==> src/rtl/k12a_clock_gen.sv <==
// k12a_clock_gen: divided CPU clock with halt, write strobe and optional single-step.
// Single-step support is compiled in only when K12A_CLOCK_STEP_EN is defined.
module k12a_clock_gen #(
    parameter int DIV_WIDTH = 4
) (
    input  logic                 sys_clock,
    input  logic                 reset_n,
    input  logic [DIV_WIDTH-1:0] div_ratio,
    input  logic                 halt_req,
    input  logic                 step_req,
    output logic                 cpu_clock,
    output logic                 write_strobe,
    output logic                 halted,
    output logic                 step_ack
);
    typedef enum logic [1:0] {LOW, HIGH, HALTED} state_t;

    state_t               state_q, state_d;
    logic [DIV_WIDTH-1:0] cnt_q, cnt_d;
    logic                 cpu_clock_q, cpu_clock_d;
    logic                 write_strobe_q, write_strobe_d;
    logic                 halted_q, halted_d;
    logic                 phase_end, step_pend, step_start;

    assign phase_end = (cnt_q == '0);

`ifdef K12A_CLOCK_STEP_EN
    logic step_pend_q, step_pend_d, step_ack_q, step_ack_d;

    assign step_pend  = step_pend_q;
    assign step_start = (state_q == HALTED) && halt_req && step_req;

    always_comb begin
        step_ack_d  = (state_q == LOW) && phase_end && step_pend_q;
        step_pend_d = step_start ? 1'b1 : step_ack_d ? 1'b0 : step_pend_q;
    end

    always_ff @(posedge sys_clock or negedge reset_n) begin
        if (!reset_n) begin
            step_pend_q <= 1'b0;
            step_ack_q  <= 1'b0;
        end else begin
            step_pend_q <= step_pend_d;
            step_ack_q  <= step_ack_d;
        end
    end

    assign step_ack = step_ack_q;
`else
    logic unused_step_req;

    assign unused_step_req = step_req;
    assign step_pend       = 1'b0;
    assign step_start      = 1'b0;
    assign step_ack        = 1'b0;
`endif

    // Outputs are registered from the next state so they change exactly with the phase.
    always_comb begin
        state_d = (state_q == HALTED) ? ((!halt_req || step_start) ? HIGH : HALTED)
                : !phase_end          ? state_q
                : (state_q == HIGH)   ? LOW
                : (halt_req || step_pend) ? HALTED : HIGH;
        cnt_d          = (phase_end || state_q == HALTED) ? div_ratio : cnt_q - 1'b1;
        cpu_clock_d    = (state_d == HIGH);
        write_strobe_d = (state_d == LOW) && (cnt_d == '0);
        halted_d       = (state_d == HALTED);
    end

    always_ff @(posedge sys_clock or negedge reset_n) begin
        if (!reset_n) begin
            state_q        <= LOW;
            cnt_q          <= '0;
            cpu_clock_q    <= 1'b0;
            write_strobe_q <= 1'b0;
            halted_q       <= 1'b0;
        end else begin
            state_q        <= state_d;
            cnt_q          <= cnt_d;
            cpu_clock_q    <= cpu_clock_d;
            write_strobe_q <= write_strobe_d;
            halted_q       <= halted_d;
        end
    end

    assign cpu_clock    = cpu_clock_q;
    assign write_strobe = write_strobe_q;
    assign halted       = halted_q;
endmodule

==> config.mk <==
export PLATFORM = sky130hd
export DESIGN_NAME = k12a_clock_gen
export DESIGN_NICKNAME = d
export VERILOG_FILES = /design/src/rtl/k12a_clock_gen.sv
export SDC_FILE = /design/constraint.sdc
export NUM_CORES = 1
export LEC_CHECK = 0
export BUFFER_PORTS_ARGS = -buffer_cell sky130_fd_sc_hd__buf_2
export CAP_MARGIN = 20
export CORE_ASPECT_RATIO = 1.1
export CORE_MARGIN = 2
export CORE_UTILIZATION = 30
export DETAILED_ROUTE_END_ITERATION = 7
export PLACE_DENSITY_LB_ADDON = 0.12
export SLEW_MARGIN = 20
export SYNTH_ARGS = -nofsm -noshare
export SYNTH_HDL_FRONTEND = slang
export SYNTH_SLANG_ARGS = --single-unit
==> constraint.sdc <==
create_clock -name sys_clock -period 2.9 [get_ports sys_clock]
set_input_delay 0.435 -clock sys_clock [delete_from_list [all_inputs] [get_ports sys_clock]]
set_output_delay 0.435 -clock sys_clock [all_outputs]
set_load 0.02 [all_outputs]
==> Yosys cells after proc, flatten, opt, wreduce, memory -nomap -nowiden <==
Index checks and enable logic that the tools add are counted.
{ "word_totals": {"output_inout_bits": 4, "mem_bits_rw": 0, "elab_cells": 20, "rom_bits": 0, "input_bits": 8, "register_bits": 9, "mem_count": 0, "latch_bits": 0} }
{ "classes": {"mul": 0, "order_cmp": 0, "bitwise": 0, "reduce_logical": 5, "addsub": 1, "mux": 5, "shift": 0, "eq_ne": 4, "div": 0} }
{ "ops": {"columns": ["op", "n"], "rows": [
  ["4-bit zero test", 2],
  ["2-bit two-way mux", 4],
  ["2-bit by 1-bit == test with 1-bit output (second input constant)", 2],
  ["2-bit == test (second input constant)", 2],
  ["4-bit two-way mux", 1],
  ["4-bit by 1-bit subtractor with 4-bit output (second input constant)", 1],
  ["2-bit zero test", 1],
  ["1-bit logical AND", 1],
  ["1-bit logical OR", 1]
]} }

==> Depth between registers and ports, before layout <==
{ "depth": {"word_depth": 6, "ltp_mapped": 6, "ltp_nobuf": 6} }

==> Worst setup path before layout <==
Ideal clock, no wire load.
{ "synth_timing": {"path_type": "flip-flop to flip-flop", "start": "register cnt_q[0]", "end": "register write_strobe_q, in the netlist write_strobe", "path_slack_ns": 1.159, "t_required_ns": 2.804, "period_less_slack_ns": 1.741, "arrival_time_ns": 1.646, "stages_incl_launch_ff": 7, "path_buffers": 0, "setup_ns": 0.096, "cell_sequence": "dfrtp_1 inv_1 ha_1 or3b_4 o21ai_2 mux2_4 nor4_2"} }
{ "synth_between": {"elab_chain_cells": 5, "elab_cells_between_ends": 9, "cone_classes": "add/sub (1); mux (3); reduce/logical (5)"} }
{ "synth_rtl": {"columns": ["element", "line", "rtl"], "rows": [
  ["start, declared", "19", "logic [DIV_WIDTH-1:0] cnt_q, cnt_d;"],
  ["start signal, assigned", "79", "cnt_q <= cnt_d;"],
  ["branches (longest 2 deep; another with 4-bit by 1-bit subtractor with 4-bit output)", null, null],
  ["4-bit two-way mux (*)", "64", "cnt_d = (phase_end || state_q == HALTED) ? div_ratio : cnt_q - 1'b1;"],
  ["named net cnt_d[2]", "19", null],
  ["4-bit zero test (*)", "66", "write_strobe_d = (state_d == LOW) && (cnt_d == '0);"],
  ["1-bit logical AND (*)", "66", null],
  ["named net write_strobe_d", "21", "logic write_strobe_q, write_strobe_d;"],
  ["end signal, assigned", "81", "write_strobe_q <= write_strobe_d;"],
  ["end, declared", "21", null]
]} }
Mark *: on every way through the listed nets, which the timed path passes.

==> Worst setup path in the final report <==
Same ends and word-level chain as after synthesis.

==> flow_summary.json <==
{
  "status": "complete, no violations",
  "grt_max_degree": 10,
  "hpwl_um": 568,
  "die_h_um": 44.4,
  "grt_pass1_wl_mm": 1.19,
  "grt_usage_pct": 10.7,
  "seq_area_frac_synth_pct": 50.7,
  "cp-start-kind": "flop",
  "overflow": 0,
  "ys_seq_elements": 9,
  "synth_area_um2": 444,
  "start_util_pct": 32.1,
  "ant_nets": 0,
  "postCtsHoldBufs": 0,
  "fillerInstances": 141,
  "setup_tns_ps": 0,
  "hp-class": "primary input to asynchronous set/reset pin",
  "grt_setup_unrepaired": "false",
  "syn-num-nets": 50,
  "seq_area_um2": 225,
  "syn_to_final_growth_pct": 18.9,
  "finalCritPeriodShare_pct": 64.2,
  "final_area_um2": 528,
  "finClkSkew_ps": 8.94,
  "hold_viol": 0,
  "critical_path.max_fanout": 6,
  "antenna_found_initial": 0,
  "cp.arrival_ps": 2020,
  "gp_congestion": 0.669,
  "leakagePower_nw": 0.271,
  "postCtsResizedCells": 0,
  "netlist-cell-type-count": 18,
  "die_x_um": 40.7,
  "max_cap_violations": 0,
  "final_cells": 68,
  "synth_warnings": 0,
  "cp-end-kind": "flop",
  "numCtsBuffers": 3,
  "dr.pass1.iters": 2,
  "cts_max_path_buffers": 2,
  "fmax_mhz": 537,
  "cts_tree": "yes",
  "drt_iter0_drc": 1,
  "num_rows": 14,
  "path_clk_slew_ps": 60,
  "insertion_delay_ps": 260,
  "grt_pass1_vias": 295,
  "synthCells": 40,
  "clock_sinks": 9,
  "crit_required_ps": 3060,
  "drc": 0,
  "core_area_mm2": 0.00138,
  "period_needed_ps": 1860,
  "max-vdd-ir-drop_v": 0.000305,
  "layout_common_cells": "dfrtp_1 (9), buf_2 (9), inv_1 (5)",
  "cts_max_level": 1,
  "report.final.slew_viol_count": 0,
  "dpl-instance-area_um2": 502,
  "setup_violations": 0,
  "synth.avg_cell_area_um2": 11.1,
  "antennaDiodeCount": 0,
  "avgViaCountPerCell": 4.41,
  "p_per_area_mw_per_mm2": 1090,
  "die-area_mm2": 0.00180,
  "cts_root_buffer": "clkbuf_4",
  "post_cts_buffers": 0,
  "io_pins": 12,
  "dp_cells": 64,
  "portBuffers": 9,
  "multiInputGateArea_um2": 193,
  "wl_per_cell_um": 10.4,
  "vias": 300,
  "routed_wl_um": 709,
  "fin_nets": 63,
  "drive_gt1_share_pct": 34.6,
  "critPathKind": "flop to flop"
}
[cells by family after synthesis]
kind of cell	share of synthesized area (%)
simple gates	14.1
flops	50.7
compound gates	12.1
buf+inv	5.92
fa+ha+maj	5.63
xor+xnor	3.94
mux	6.76
other cells	0.844
[metrics by stage]
step	setup WS [ps]	hold slack, ps	total power [mW]	utilization (%)
4_1_cts	1020	5.70	0.589	38.2
3_5_place_dp	1040	297	0.486	36.3
3_3_place_gp	1060	293	0.477	36.3
6_report	1040	15.0	0.577	38.2
5_1_grt	935	10.5	0.636	38.2
2_1_floorplan	1160	139	0.431	-
[registers in the layout, summed over array words and instances (netlist names)]
name	cells
cpu_clock	1
state_q	2
write_strobe	1
cnt_q	4
halted	1
[Yosys cell counts]
cell     number  area share, %
dfrtp_1       9             51
o21a_1        2            3.4
buf_4         1            1.7
conb_1        1           0.84
or3b_4        1            2.5
nor3_1        2            2.3
o22ai_2       1            2.8
o21ai_0       2            2.3
xor2_1        2            3.9
nand2_1       4            3.4
nor4_2        1            2.8
o21ai_2       1            2.0
and2_1        1            1.4
mux2_4        2            6.8
nor2_1        2            1.7
ha_1          2            5.6
inv_1         5            4.2
a22oi_1       1            1.7
[final timing paths]
check | slack [ps] | from | cells after the start | to
worst max-delay path | 1040 | cnt_q[0] | 6 | write_strobe
worst min-delay path | 10 | reset_n | 1 | state_q[0]
worst max register to register | 1040 | cnt_q[0] | 6 | write_strobe
worst min register to register | 450 | state_q[1] | 1 | write_strobe
max in group asynchronous | 2700 | reset_n | 1 | write_strobe
min in group sys_clock | 400 | div_ratio[0] | 3 | cnt_q[0]
[worst max-delay path: stages, from the launching register on]
cell and delay (ps):
dfrtp_1 400, inv_1 80, ha_1 140, or3b_4 410
o21ai_2 150, mux2_4 340, nor4_2 240
[routing by layer]
metal  GRT usage (%)  part of all wire, %
met1            11.9                   41
met2            15.6                   53
met3            3.02                  5.2
met4            10.0                  1.3
met5               0                    0
[area by class of cell]
| type | count | area share [%] |
|---|---|---|
| timing repair buffer | 9 | 8.53 |
| inverter | 5 | 3.55 |
| sequential | 9 | 42.7 |
| tap | 16 | 3.79 |
| clock buffer | 4 | 4.98 |
| multi-input combinational | 25 | 36.5 |
[power by group]
group          switching, mW  internal, mW  leakage (nW)
Combinational          0.140         0.129         0.149
Clock                 0.0415        0.0529        0.0150
Sequential            0.0344         0.179         0.107
Note: power is estimated with default switching activity, not from simulation.
